<file path="src/rtl/d16_intc_pkg.sv">
// Shared constants, register offsets and FSM encoding for the d16 interrupt controller.
package d16_intc_pkg;

   localparam int NUM_SRC = 7;

   localparam logic [1:0] REG_PEND = 2'd0;
   localparam logic [1:0] REG_MASK = 2'd1;
   localparam logic [1:0] REG_MODE = 2'd2;
   localparam logic [1:0] REG_CTRL = 2'd3;

   localparam int BUSY_BIT  = 15;
   localparam int TFLAG_BIT = 14;

   typedef enum logic [1:0] {
      IDLE   = 2'd0,
      ACTIVE = 2'd1,
      GAP    = 2'd2
   } state_t;

   // ID k+1 maps to request bit k; ID 0 means "no source".
   function automatic logic [NUM_SRC-1:0] id_to_onehot(input logic [2:0] id);
      id_to_onehot = '0;
      if (id != 3'd0) id_to_onehot[id - 3'd1] = 1'b1;
   endfunction

endpackage

</file>
<file path="src/rtl/d16_intc_prio.sv">
// Combinational 7->3 priority encoder: the highest set request bit wins (bit 6 = ID 7).
module d16_intc_prio
   import d16_intc_pkg::*;
(
   input  logic [NUM_SRC-1:0] req,
   output logic [2:0]         id,
   output logic               valid
);

   always_comb begin
      id = 3'd0;
      for (int k = 0; k < NUM_SRC; k++) begin
         if (req[k]) id = 3'(k + 1);
      end
   end

   assign valid = |req;

endmodule

</file>
<file path="src/rtl/d16_intc.sv">
// d16 interrupt controller: latches up to seven requests and presents one source ID to the CPU.
// Optional auto-EOI timeout is compiled in with D16_INTC_AUTOEOI_EN.
module d16_intc
   import d16_intc_pkg::*;
#(
   parameter logic [15:0] BASE       = 16'hFF00,
   parameter int          GAP_CYCLES = 1,
   parameter int          TIMEOUT    = 1024
) (
   input  logic        i_clk,
   input  logic        i_reset_n,
   input  logic [6:0]  i_irq,
   input  logic [15:0] i_wb_addr,
   input  logic        i_wb_cyc,
   input  logic        i_wb_we,
   input  logic [15:0] i_wb_dat,
   output logic [15:0] o_wb_dat,
   output logic [2:0]  o_int,
   output logic [1:0]  o_dbg_state
);

   localparam int GW = (GAP_CYCLES > 1) ? $clog2(GAP_CYCLES) : 1;

   state_t             state, state_d;
   logic [NUM_SRC-1:0] pend, mask, mode, irq_q;
   logic [NUM_SRC-1:0] cand, set_vec, clr_vec;
   logic [2:0]         cur_id, win_id;
   logic               win_vld;
   logic [GW-1:0]      gap_cnt;
   logic               take, timeout_hit, tflag, busy;
   logic               sel, wr_pend, wr_mask, wr_mode, wr_ctrl, eoi;
   logic               unused_bits;

   // Bus handshake: no ack or stall. An access completes in any cycle where sel is high;
   // writes commit on that clock edge, reads are combinational with no side effects.
   assign sel     = i_wb_cyc && (i_wb_addr[15:2] == BASE[15:2]);
   assign wr_pend = sel && i_wb_we && (i_wb_addr[1:0] == REG_PEND);
   assign wr_mask = sel && i_wb_we && (i_wb_addr[1:0] == REG_MASK);
   assign wr_mode = sel && i_wb_we && (i_wb_addr[1:0] == REG_MODE);
   assign wr_ctrl = sel && i_wb_we && (i_wb_addr[1:0] == REG_CTRL);
   assign eoi     = wr_ctrl && (state == ACTIVE);

   assign cand = pend & mask;

   d16_intc_prio u_prio (
      .req   (cand),
      .id    (win_id),
      .valid (win_vld)
   );

`ifdef D16_INTC_AUTOEOI_EN
   localparam int TW = $clog2(TIMEOUT + 1);
   logic [TW-1:0] to_cnt;

   // A software EOI on the same edge wins, so the flag is only raised for a true timeout.
   assign timeout_hit = (state == ACTIVE) && !eoi && (to_cnt == TW'(TIMEOUT - 1));

   always_ff @(posedge i_clk) begin
      if (!i_reset_n) begin
         to_cnt <= '0;
         tflag  <= 1'b0;
      end else begin
         to_cnt <= (state == ACTIVE && state_d == ACTIVE) ? to_cnt + 1'b1 : '0;
         if (timeout_hit)  tflag <= 1'b1;
         else if (wr_ctrl) tflag <= 1'b0;
      end
   end

   assign unused_bits = ^i_wb_dat[15:7];
`else
   assign timeout_hit = 1'b0;
   assign tflag       = 1'b0;
   assign unused_bits = ^{i_wb_dat[15:7], 16'(TIMEOUT)};
`endif

   always_ff @(posedge i_clk) begin
      if (!i_reset_n) state <= IDLE;
      else            state <= state_d;
   end

   // The last gap cycle arbitrates directly so the zero gap lasts exactly GAP_CYCLES.
   always_comb begin
      state_d = state;
      take    = 1'b0;
      case (state)
         IDLE: begin
            if (win_vld) begin
               take    = 1'b1;
               state_d = ACTIVE;
            end
         end
         ACTIVE: begin
            if (eoi || timeout_hit) state_d = GAP;
         end
         GAP: begin
            if (gap_cnt == '0) begin
               if (win_vld) begin
                  take    = 1'b1;
                  state_d = ACTIVE;
               end else begin
                  state_d = IDLE;
               end
            end
         end
         default: state_d = IDLE;
      endcase
   end

   always_comb begin
      busy        = (state != IDLE);
      o_int       = (state == ACTIVE) ? cur_id : 3'd0;
      o_dbg_state = state;
   end

   // Level sources re-set every cycle their line is high, so clears only stick once it drops.
   assign set_vec = i_irq & (~mode | ~irq_q);
   assign clr_vec = (wr_pend ? (i_wb_dat[6:0] & mode) : '0)
                  | (take ? id_to_onehot(win_id) : '0);

   always_ff @(posedge i_clk) begin
      if (!i_reset_n) begin
         pend    <= '0;
         mask    <= '0;
         mode    <= 7'h7F;
         irq_q   <= '0;
         cur_id  <= 3'd0;
         gap_cnt <= '0;
      end else begin
         irq_q <= i_irq;
         pend  <= (pend & ~clr_vec) | set_vec;
         if (wr_mask) mask <= i_wb_dat[6:0];
         if (wr_mode) mode <= i_wb_dat[6:0];
         if (take)    cur_id <= win_id;
         if (state == ACTIVE && state_d == GAP) gap_cnt <= GW'(GAP_CYCLES - 1);
         else if (state == GAP && gap_cnt != '0) gap_cnt <= gap_cnt - 1'b1;
      end
   end

   always_comb begin
      o_wb_dat = 16'h0000;
      if (sel) begin
         case (i_wb_addr[1:0])
            REG_PEND: o_wb_dat = {9'b0, pend};
            REG_MASK: o_wb_dat = {9'b0, mask};
            REG_MODE: o_wb_dat = {9'b0, mode};
            default: begin
               o_wb_dat[BUSY_BIT]  = busy;
               o_wb_dat[TFLAG_BIT] = tflag;
               o_wb_dat[2:0]       = cur_id;
            end
         endcase
      end
   end

endmodule
</file>
<file path="config.mk">
export PLATFORM = sky130hd
export DESIGN_NAME = d16_intc
export DESIGN_NICKNAME = d
export VERILOG_FILES = /design/src/rtl/d16_intc_pkg.sv /design/src/rtl/d16_intc_prio.sv /design/src/rtl/d16_intc.sv
export SDC_FILE = /design/constraint.sdc
export NUM_CORES = 1
export LEC_CHECK = 0
export ABC_AREA = 1
export BUFFER_PORTS_ARGS = -buffer_cell sky130_fd_sc_hd__buf_2
export CAP_MARGIN = 20
export CELL_PAD_IN_SITES_DETAIL_PLACEMENT = 0
export CELL_PAD_IN_SITES_GLOBAL_PLACEMENT = 1
export CORE_MARGIN = 1.5
export CORE_UTILIZATION = 34
export DETAILED_ROUTE_END_ITERATION = 6
export GPL_ROUTABILITY_DRIVEN = 0
export PLACE_DENSITY = 0.81
export SLEW_MARGIN = 20
export SYNTH_ARGS = -nofsm -noshare
export SYNTH_HDL_FRONTEND = slang
export SYNTH_SLANG_ARGS = --single-unit
</file>
<file path="constraint.sdc">
create_clock -name i_clk -period 2.4 [get_ports i_clk]
set_clock_uncertainty 0.2 [all_clocks]
set_input_delay 0.24 -clock i_clk [delete_from_list [all_inputs] [get_ports i_clk]]
set_output_delay 0.24 -clock i_clk [all_outputs]
set_load 0.01 [all_outputs]
</file>
### Yosys cells after proc, flatten, opt, wreduce, memory -nomap -nowiden

Index checks and enable logic that the tools add are counted.

* register bits after elaboration: 34
* input port bits: 43
* output and inout bits: 21
* logic and storage cells: 71

* $add $sub $neg: 2
* $lt $le $gt $ge: 2
* eq/ne operators: 7
* muxes and demuxes: 25
* bitwise logic cells: 11
* reductions and logical operators: 17

Operators by type and width (count)
* 7-bit AND: 4
* 7-bit two-way mux: 3
* 7-bit inverter: 3
* 7-bit bitwise OR: 3
* 16-bit two-way mux: 1
* 3-bit two-way mux: 5
* 14-bit == test, second input constant: 1
* 2-bit two-way mux: 6
* 4-bit case mux with 3 select lines: 1
* 1-bit logical AND: 10
* 3-bit case mux with 3 select lines: 1
* 2-bit == test, second input constant: 4
* 7-bit OR reduction: 1
* 2-bit case mux with 3 select lines: 1
* 1-bit two-way mux: 5
* 2-bit by 1-bit == test with 1-bit output, second input constant: 2
* 2-bit logical NOT: 2
* 3-bit by 4-bit less-than comparator with 1-bit output, second input constant: 1
* 1-bit demux with 3-bit select: 1
* 3-bit by 1-bit >= comparator with 1-bit output, second input constant: 1
* 3-bit nonzero test: 1
* 3-bit OR reduction: 1
* 3-bit by 1-bit subtractor with 3-bit output, second input constant: 1
* 1-bit case mux with 2 select lines: 1
* other kinds (4): 4

### Depth between registers and ports, before layout

Gate-level depths: netlist of run 1.

* word-level depth: 19
* mapped depth: 16
* mapped depth without buffers: 16

### Cells and area by module

From an unflattened synthesis of run 1, not the netlist that was laid out.

* cells, all modules: 332
* area, all modules: 2063.2 um^2

By module, submodules not included
* d16_intc: instances 1, cells each 313, area an instance 1969.4 um^2, sequential area each 680.7 um^2
* d16_intc_prio: instances 1, cells each 19, area an instance 93.8 um^2, sequential area each 0.0 um^2

### Worst setup path before layout of run 1

OpenSTA, ideal clock, no wires.

* kind: flip-flop to flip-flop
* start point: reg pend[1]
* end point: reg pend[5]
* setup time: 0.113 ns
* arrival: 1.744 ns
* data required time: 2.087 ns
* path slack: 0.343 ns
* cell stages (with the launch flop): 17
* path buffers: 0
* period minus slack after synthesis: 2.057 ns
* path through: dfxtp_1 > nand2_1 > nand3_1 > nand2_1 > nand2_1 > nand2_1 > nand2_1 > nand2_1 > inv_1 > ha_1 > ha_1 > inv_1 > nand3_1 > nor2_1 > nand3_1 > nand3_1 > nand2_1

* word-level cells in the longest chain between the ends: 18
* elaborated cells between the ends (all ways): 24
* those cells by class: add/sub (1); order compare (2); mux (13); bitwise (5); reduce/logical (3)

RTL lines
* from (decl): line d16_intc.sv:25 `logic [NUM_SRC-1:0] pend, mask, mode, irq_q;`
* from (signal assigned): line d16_intc.sv:130 `pend <= (pend & ~clr_vec) | set_vec;`
* 7-bit AND *: line d16_intc.sv:43 `assign cand = pend & mask;`
* 2-bit two-way mux (2 in a row): line d16_intc_prio.sv:13 `if (req[k]) id = 3'(k + 1);`
* 3-bit two-way mux (4 in a row): line d16_intc_prio.sv:13
* 3-bit by 1-bit subtractor with 3-bit output: line d16_intc_pkg.sv:23 `if (id != 3'd0) id_to_onehot[id - 3'd1] = 1'b1;`
* 3-bit by 4-bit less-than comparator with 1-bit output (not written as such) or 3-bit by 1-bit >= comparator with 1-bit output (tied branches): line d16_intc_pkg.sv:23
* 1-bit logical AND (not written as such): line d16_intc_pkg.sv:23
* 1-bit two-way mux (not written as such): line d16_intc_pkg.sv:23
* 1-bit demux with 3-bit select: line d16_intc_pkg.sv:23
* 7-bit two-way mux: line d16_intc_pkg.sv:23
* 7-bit two-way mux *: line d16_intc.sv:118 `| (take ? id_to_onehot(win_id) : '0);`
* 7-bit bitwise OR *: line d16_intc.sv:118
* 7-bit inverter *: line d16_intc.sv:130
* 7-bit AND *: line d16_intc.sv:130
* 7-bit bitwise OR *: line d16_intc.sv:130

Every way passes the cells marked *; elsewhere a longest branch is shown, timed or not.
A chain may end at the register's enable or synchronous reset.

### Final worst setup path of run 1

* start point: reg pend[0]
* end point: reg pend[1]

* word-level cells in the longest chain between the ends: 19
* elaborated cells between the ends (all ways): 25
* those cells by class: add/sub (1); order compare (2); mux (14); bitwise (5); reduce/logical (3)

RTL lines (line)
* 7-bit AND *: d16_intc.sv:43
* 1-bit two-way mux: d16_intc_prio.sv:13
* 2-bit two-way mux (2 in a row): d16_intc_prio.sv:13
* 3-bit two-way mux (4 in a row): d16_intc_prio.sv:13
* 3-bit by 1-bit subtractor with 3-bit output: d16_intc_pkg.sv:23
* 3-bit by 4-bit less-than comparator with 1-bit output (not written as such) or 3-bit by 1-bit >= comparator with 1-bit output (tied branches): d16_intc_pkg.sv:23
* 1-bit logical AND (not written as such): d16_intc_pkg.sv:23
* 1-bit two-way mux (not written as such): d16_intc_pkg.sv:23
* 1-bit demux with 3-bit select: d16_intc_pkg.sv:23
* 7-bit two-way mux: d16_intc_pkg.sv:23
* 7-bit two-way mux *: d16_intc.sv:118
* 7-bit bitwise OR *: d16_intc.sv:118
* 7-bit inverter *: d16_intc.sv:130
* 7-bit AND *: d16_intc.sv:130
* 7-bit bitwise OR *: d16_intc.sv:130

Marks and branches as above.

==> impl_metrics.env, run 1 <==
export IMPL_slowest_stage="dfxtp_1"
export IMPL_hold_violations=0
export IMPL_core_mm2=0.00585
export IMPL_status="finished, final reports clean"
export IMPL_dr_total_vias=2201
export IMPL_boundaryPins=64
export IMPL_path_buf_inv=1
export IMPL_io_buffers=46
export IMPL_cts_tree="built"
export IMPL_cp_cell_sequence="nand3_1 -> nand2_1 -> nand2_1 -> nand2_1 -> nand2_1 -> nand2_1 -> inv_1 -> ha_1 -> ha_1 -> nand3_1 -> nor2_1 -> nand3_1 -> nand3_1 -> nand2_1"
export IMPL_final_util_pct=43.5
export IMPL_synthTopCellsByArea="dfxtp_1 33%, nand2_1 24%, inv_1 9.4%"
export IMPL_met2_usage_pct=29.0
export IMPL_pwr_density_cell_mw_per_mm2=465
export IMPL_diodes=0
export IMPL_die_w_um=80.5
export IMPL_drv_cap=0
export IMPL_dieArea_mm2=0.00648
export IMPL_grt_pass1_vias=1861
export IMPL_syn_area_mm2=0.00204
export IMPL_cp_max_fo=4
export IMPL_row_count=28
export IMPL_ff2ff_path_depth=14
export IMPL_hpwl_um=3820
export IMPL_wl_per_cell_um=10.9
export IMPL_mostFrequentLayoutCell="nand2_1"
export IMPL_relSlewSlack_pct=57.9
export IMPL_clk_pin_slew_ps=80
export IMPL_cts_htree_levels=2
export IMPL_grtUsageMet1_pct=22.3
export IMPL_grt_max_degree=33
export IMPL_setup_tns_ps=0
export IMPL_cts_buffer_depth=2
export IMPL_ys_warn_count=0
export IMPL_leakage_nw=1.37
export IMPL_drt_initial_drc_count=61
export IMPL_drt_total_wl_um=5190
export IMPL_grt_pass1_wl_um=8610
export IMPL_crit_type="reg -> reg"
export IMPL_synthCells=341
export IMPL_drt_vias_per_instance=4.60
export IMPL_grt_use_total_pct=17.4
export IMPL_fin_crit_sh_pct=90.8
export IMPL_synth_edf_count=0
export IMPL_start_util_pct=34.9
export IMPL_worst_pin_slew_ps=631
export IMPL_async_reset_ff_share_pct=0
export IMPL_critPathRequiredTime_ps=2390
export IMPL_grt_use_met3_pct=3.98
export IMPL_ys_seq_elements=34
export IMPL_clkSinkCount=34
export IMPL_path_depth=14
export IMPL_ys_seq_area_share_pct=33.3
export IMPL_drv_slew=0
export IMPL_nets=447
export IMPL_min_path_cells=6
export IMPL_grt_setup_unrepaired="no"
export IMPL_crit_family="simple AND/OR/NAND/NOR gates"
export IMPL_finalSetupViolCount=0
export IMPL_clockRootBuffer="clkbuf_8"
export IMPL_critical_path_arrival_ps=2170
export IMPL_drive_above_1_share_pct=15.9
export IMPL_avgSynthCellArea_um2=5.99
export IMPL_vdd_drop_max_mv=0.197
export IMPL_synth_cell_type_count=25
export IMPL_drtPass1Iterations=4
export IMPL_synth_top_cell_area_share_pct=33.3
export IMPL_final_cell_mix="130 x nand2_1, 51 x inv_1, 46 x buf_2, 36 x nor2_1, 34 x dfxtp_1"
export IMPL_die_h_um=80.5
export IMPL_cp_common_cell="nand2_1"
export IMPL_startpoint_type="flip-flop"
export IMPL_antenna_found_initial=0
export IMPL_antenna_left=0
export IMPL_netlist_top_cell_by_area="dfxtp_1"
export IMPL_drc=0
export IMPL_endpoint_kind="flip-flop"
export IMPL_hold_path_class="in -> reg"
export IMPL_fin_crit_ps=2180
export IMPL_max_stage_delay_ps=390
export IMPL_busiest_layer="met2"
export IMPL_synthFlopType="dfxtp_1"
export IMPL_fmaxAchievable_mhz=459
export IMPL_gr_total_overflow=0
export IMPL_clk_latency_ps=300
export IMPL_post_cts_setup_buffers=0
export IMPL_cts_buffers=5
export IMPL_syn_to_final_growth_pct=24.5
metal layers:
| layer | share of wire [%] | routed length [um] |
|---|---|---|
| met1 | 47 | 2460 |
| met4 | 1.3 | 70 |
| met2 | 47 | 2440 |
| met3 | 4.2 | 216 |
| met5 | 0 | 0 |
sequential cells by signal (all words and copies together) (netlist names):
name         cells
mask             7
gap_cnt          1
pend             7
cur_id           3
irq_q            7
mode             7
o_dbg_state      2
worst reg2reg max path, cell delays in order, from the launching register on:
cell and delay, ps:
dfxtp_1 390, nand3_1 90, nand2_1 60, nand2_1 50
nand2_1 60, nand2_1 90, nand2_1 90, inv_1 50
ha_1 170, ha_1 310, nand3_1 80, nor2_1 190
nand3_1 100, nand3_1 90, nand2_1 50
synthesized netlist by cell type (2+ instances only):
cell type and number:
ha_1 2, nand4_1 9, nand2_1 131, nand3_1 26, nor3_1 2, nor2_1 37
o21ai_0 11, buf_4 10, buf_2 3, clkbuf_1 2, inv_1 51, a31oi_1 7
a21oi_1 5, dfxtp_1 34
stage by stage:
stage	hold slack (ps)	instances	power, W	cell area (um^2)	setup WS (ps)
after floorplan	152	348	0.000680	2070	343
after global placement	241	456	0.000720	2310	239
after detailed placement	245	456	0.000721	2310	223
after CTS	215	478	0.00119	2540	207
after global routing	243	478	0.00124	2540	16.7
final	210	478	0.00118	2540	220
power by group:
part	switching, W	internal, W
clock	0.000226	0.000232
combinational	0.0000757	0.0000567
sequential	0.0000106	0.000582
logic make-up after synthesis:
| group | share of synthesized area [%] |
|---|---|
| and+or+nand+nor | 44.5 |
| AOI/OAI and AO/OA | 6.06 |
| adders and majority gates | 1.22 |
| DFF | 33.3 |
| buffers and inverters | 14.7 |
| other | 0.184 |
cell type report:
class                      count  area [um^2]
fill                         625         3310
clock buffer                   7         86.3
clock inverter                 1         5.00
tap                           75         93.8
inverter                      51          191
timing repair buffer          63          393
multi-input combinational    247         1090
sequential                    34          681
timing repair:
| item | 4_1_cts | 5_1_grt |
|---|---|---|
| setup endpoints to repair | 0 | 5 |
| hold buffers | 14 | 0 |
| hold endpoints to repair | 14 | 0 |
| gates resized for setup | 0 | 2 |
path summary, 6_finish.rpt:
kind / from / end / slack (ps)
setup / recovery: pend[0] / pend[1] / 220
hold reg to reg: irq_q[2] / pend[2] / 270
hold / removal: i_wb_cyc / gap_cnt / 210
setup reg to reg: pend[0] / pend[1] / 220
No activity file was read; power rests on OpenSTA's default activity.
==> run 2: changes to the inputs <==
- BUFFER_PORTS_ARGS: -buffer_cell sky130_fd_sc_hd__buf_2 -> -buffer_cell sky130_fd_sc_hd__clkbuf_2
- CORE_UTILIZATION: 34 -> 35
- CTS_BUF_LIST: unset -> sky130_fd_sc_hd__clkbuf_8
- PLACE_DENSITY: 0.81 -> 0.83
==> impl_metrics.env, run 2 (synthesis results as in run 1) <==
export IMPL_post_cts_setup_buffers=0
export IMPL_drtPass1Iterations=4
export IMPL_cts_tree="built"
export IMPL_grt_use_total_pct=17.8
export IMPL_critical_path_arrival_ps=2150
export IMPL_cp_max_fo=4
export IMPL_syn_to_final_growth_pct=25.7
export IMPL_vdd_drop_max_mv=0.383
export IMPL_mostFrequentLayoutCell="nand2_1"
export IMPL_fin_crit_sh_pct=90.3
export IMPL_drive_above_1_share_pct=17.0
export IMPL_hpwl_um=3960
export IMPL_drv_slew=0
export IMPL_status="finished, final reports clean"
export IMPL_start_util_pct=36.7
export IMPL_critPathRequiredTime_ps=2380
export IMPL_hold_path_class="in -> reg"
export IMPL_endpoint_kind="flip-flop"
export IMPL_grt_pass1_wl_um=8740
export IMPL_grt_max_degree=30
export IMPL_min_path_cells=3
export IMPL_hold_violations=0
export IMPL_die_h_um=79.4
export IMPL_cts_htree_levels=2
export IMPL_diodes=0
export IMPL_clk_latency_ps=280
export IMPL_wl_per_cell_um=10.9
export IMPL_clkSinkCount=34
export IMPL_antenna_found_initial=0
export IMPL_finalSetupViolCount=0
export IMPL_row_count=27
export IMPL_fmaxAchievable_mhz=462
export IMPL_drv_cap=0
export IMPL_boundaryPins=64
export IMPL_core_mm2=0.00557
export IMPL_startpoint_type="flip-flop"
export IMPL_drc=0
export IMPL_grt_pass1_vias=1950
export IMPL_io_buffers=46
export IMPL_leakage_nw=1.38
export IMPL_fin_crit_ps=2170
export IMPL_die_w_um=79.4
export IMPL_ff2ff_path_depth=15
export IMPL_reg2reg_slack_ps=230
export IMPL_cts_buffer_depth=2
export IMPL_dieArea_mm2=0.00631
export IMPL_gr_total_overflow=0
export IMPL_cts_buffers=5
export IMPL_clockRootBuffer="clkbuf_8"
export IMPL_place_area_mm2=0.00233
export IMPL_drt_initial_drc_count=128
export IMPL_crit_type="reg -> reg"
export IMPL_final_cell_mix="129 x nand2_1, 51 x inv_1, 46 x clkbuf_2, 36 x nor2_1, 34 x dfxtp_1"
export IMPL_nets=450
export IMPL_whs_ps=16.7
export IMPL_drt_vias_per_instance=4.54
export IMPL_pwr_density_cell_mw_per_mm2=459
export IMPL_clk_pin_slew_ps=70
export IMPL_dr_total_vias=2172
export IMPL_antenna_left=0
export IMPL_post_route_cell_area_mm2=0.00257
export IMPL_drt_total_wl_um=5220
-- run 2: final timing paths --
| check | from | to |
|---|---|---|
| hold / removal | i_reset_n | gap_cnt |
| setup / recovery | mask[1] | pend[3] |
| setup reg to reg | mask[1] | pend[3] |
| hold reg to reg | irq_q[5] | pend[5] |
-- run 2: power by group --
part	switching [W]	internal [W]	total [W]
clock network	0.000219	0.000231	0.000450
registers	0.0000106	0.000582	0.000592
logic	0.0000772	0.0000598	0.000137
-- run 2: repair_timing --
item	4_1_cts	5_1_grt
hold endpoints to repair	14	0
endpoints found under the setup margin	0	3
hold buffers	14	0
gates resized for setup	0	3
-- run 2: critical path, cell delays in order, from the launching register on --
cell and delay (ps):
dfxtp_1 340, nand2_2 90, nand3_1 70, nand2_1 60
nand2_1 40, nand2_1 50, nand2_1 100, nand2_2 80
inv_1 40, ha_1 170, ha_1 310, nand3_1 80
nor2_1 160, nand3_1 110, nand3_1 90, nand2_1 50
-- run 2: cell type report --
| cell class | instances | area, um^2 |
|---|---|---|
| clock buffer | 6 | 82.6 |
| clock inverter | 2 | 12.5 |
| fill | 606 | 3010 |
| inverter | 51 | 191 |
| multi-input combinational | 247 | 1100 |
| sequential | 34 | 681 |
| tap | 72 | 90.1 |
| timing repair buffer | 66 | 415 |
-- run 2: metrics by stage --
stage	worst slack (ps)	util [%]	std cells	power [W]	setup TNS, ps
2_1_floorplan	343	-	348	0.000680	0
3_3_place_gp	249	41.7	456	0.000724	0
3_5_place_dp	187	41.7	456	0.000725	0
4_1_cts	171	45.9	478	0.00119	0
5_1_grt	-10.6	46.1	478	0.00124	-10.6
6_report	234	46.1	478	0.00118	0
-- run 2: routing by layer --
| metal | vias up | share of wire, % | GRT usage, % |
|---|---|---|---|
| met2 | 42 | 47 | 30.5 |
| li1 | 1162 | - | - |
| met3 | 2 | 4.3 | 3.89 |
| met4 | 0 | 0.48 | 4.04 |
| met5 | - | 0 | 0 |
| met1 | 966 | 48 | 22.8 |
==> run 3: changes to the inputs <==
- CORE_MARGIN: 1.5 -> unset
==> impl_metrics.env, run 3 (synthesis results as in run 1) <==
export IMPL_setup_tns_ps=0
export IMPL_hold_violations=0
export IMPL_cts_buffers=5
export IMPL_syn_to_final_growth_pct=24.9
export IMPL_cp_common_cell="nand2_1"
export IMPL_gr_total_overflow=0
export IMPL_final_cell_mix="130 x nand2_1, 51 x inv_1, 46 x clkbuf_2, 36 x nor2_1, 34 x dfxtp_1"
export IMPL_crit_family="simple AND/OR/NAND/NOR gates"
export IMPL_grt_pass1_vias=1908
export IMPL_multi_input_area_mm2=0.00109
export IMPL_drv_cap=0
export IMPL_worstHoldEndpoint="gap_cnt"
export IMPL_finalPower_w=0.00117
export IMPL_drt_vias_per_instance=4.51
export IMPL_endpoint_kind="flip-flop"
export IMPL_drtPass1Iterations=4
export IMPL_relSlewSlack_pct=65.3
export IMPL_worst_pin_slew_ps=520
export IMPL_stdcell_count=476
export IMPL_hold_path_class="in -> reg"
export IMPL_intPower_w=0.000870
export IMPL_min_path_cells=6
export IMPL_drv_slew=0
export IMPL_place_area_mm2=0.00231
export IMPL_crit_type="reg -> reg"
export IMPL_path_buf_inv=1
export IMPL_timing_rr_end="pend[1]"
export IMPL_final_util_pct=45.8
export IMPL_cp_max_fo=4
export IMPL_startpoint_type="flip-flop"
export IMPL_vdd_drop_max_mv=0.312
export IMPL_grt_max_degree=25
export IMPL_clk_latency_ps=290
export IMPL_die_h_um=78.4
export IMPL_drt_initial_drc_count=88
export IMPL_r2r_start="pend[2]"
export IMPL_drt_total_wl_um=5200
export IMPL_diodes=0
export IMPL_seqPwrFrac_pct=50.5
export IMPL_critical_path_arrival_ps=2160
export IMPL_fmaxAchievable_mhz=462
export IMPL_mostFrequentLayoutCell="nand2_1"
export IMPL_seq_area_um2=681
export IMPL_fillCellCount=618
export IMPL_p_sw_w=0.000303
export IMPL_post_cts_setup_buffers=0
export IMPL_io_buffers=46
export IMPL_clk_pin_slew_ps=70
export IMPL_boundaryPins=64
export IMPL_power_frac_clock_pct=38.1
export IMPL_swShare_pct=25.8
export IMPL_ff2ff_path_depth=14
export IMPL_critPathRequiredTime_ps=2390
export IMPL_slowest_stage="dfxtp_1"
export IMPL_wl_per_cell_um=10.9
export IMPL_drive_above_1_share_pct=16.3
export IMPL_placedCellCount=454
export IMPL_drc=0
export IMPL_dieArea_mm2=0.00615
export IMPL_row_count=27
export IMPL_hp_start="i_wb_cyc"
export IMPL_cts_tree="built"
export IMPL_fin_crit_sh_pct=90.2
export IMPL_grt_pass1_wl_um=8580
export IMPL_clkSinkCount=34
export IMPL_nets=448
export IMPL_grt_setup_unrepaired="no"
export IMPL_max_stage_delay_ps=370
export IMPL_reg2reg_slack_ps=230
export IMPL_leakage_nw=1.37
export IMPL_hpwl_um=3860
export IMPL_finalSetupViolCount=0
export IMPL_core_mm2=0.00557
export IMPL_power_frac_comb_pct=11.4
export IMPL_cts_htree_levels=2
export IMPL_dr_total_vias=2149
export IMPL_post_route_cell_area_mm2=0.00255
export IMPL_fin_crit_ps=2170
export IMPL_clockRootBuffer="clkbuf_8"
export IMPL_antenna_found_initial=0
export IMPL_pwr_density_cell_mw_per_mm2=460
export IMPL_start_util_pct=36.7
export IMPL_antenna_left=0
export IMPL_status="finished, final reports clean"
export IMPL_cp_cell_sequence="nand2_1 -> nand2_1 -> nand2_1 -> nand2_1 -> nand2_1 -> nand2_1 -> inv_1 -> ha_1 -> ha_1 -> nand3_1 -> nor2_1 -> nand3_1 -> nand3_1 -> nand2_1"
export IMPL_die_w_um=78.4
export IMPL_cts_buffer_depth=2
export IMPL_grt_use_total_pct=18.1
## run 3: layout make-up
cell class,count,share of cell area [%]
inverter,51,7.50
clock inverter,2,0.490
multi-input combinational,247,42.9
tap,72,3.53
sequential,34,26.7
clock buffer,6,3.24
timing repair buffer,64,15.7
## run 3: worst max path at each step
stage          startpoint  slack, ps       to  cells after the start
6_report          pend[2]        230  pend[1]                     14
5_1_grt           mask[2]          2  pend[5]                     15
3_5_place_dp      pend[1]        220  pend[5]                     16
3_3_place_gp      pend[1]        240  pend[5]                     16
2_1_floorplan     pend[1]        340  pend[5]                     16
4_1_cts           pend[1]        210  pend[5]                     16
## run 3: tightest hold or removal path: stages
cell      delay (ps)
clkbuf_2          80
inv_1             90
nor2_1            60
nand4_1           50
nand2_1           40
nor2_1            80
## run 3: timing repair
item / in CTS / in global routing
endpoints found under the setup margin: 0 / 1
gates resized for setup: 0 / 2
hold buffers: 14 / 0
endpoints found under the hold margin: 14 / 0
## run 3: metrics by stage
step / hold slack [ps] / setup WS (ps)
floorplan: 152 / 343
global placement: 240 / 237
detailed placement: 245 / 225
CTS: 194 / 209
global route: 273 / 2.34
finish: 192 / 235
## run 3: power groups by stage
stage / logic [W] / registers [W] / clock network, W
3_3_place_gp: 0.000115 / 0.000605 / 0
4_1_cts: 0.000134 / 0.000592 / 0.000460
6_report: 0.000134 / 0.000593 / 0.000447
2_1_floorplan: 0.0000770 / 0.000603 / 0
5_1_grt: 0.000154 / 0.000595 / 0.000486
3_5_place_dp: 0.000116 / 0.000605 / 0
## run 3: layer usage
metal  wire length (um)  global-route usage (%)
met5                  0                       0
met4                152                    9.07
met3                199                    3.60
met2               2360                    29.7
met1               2490                    22.3
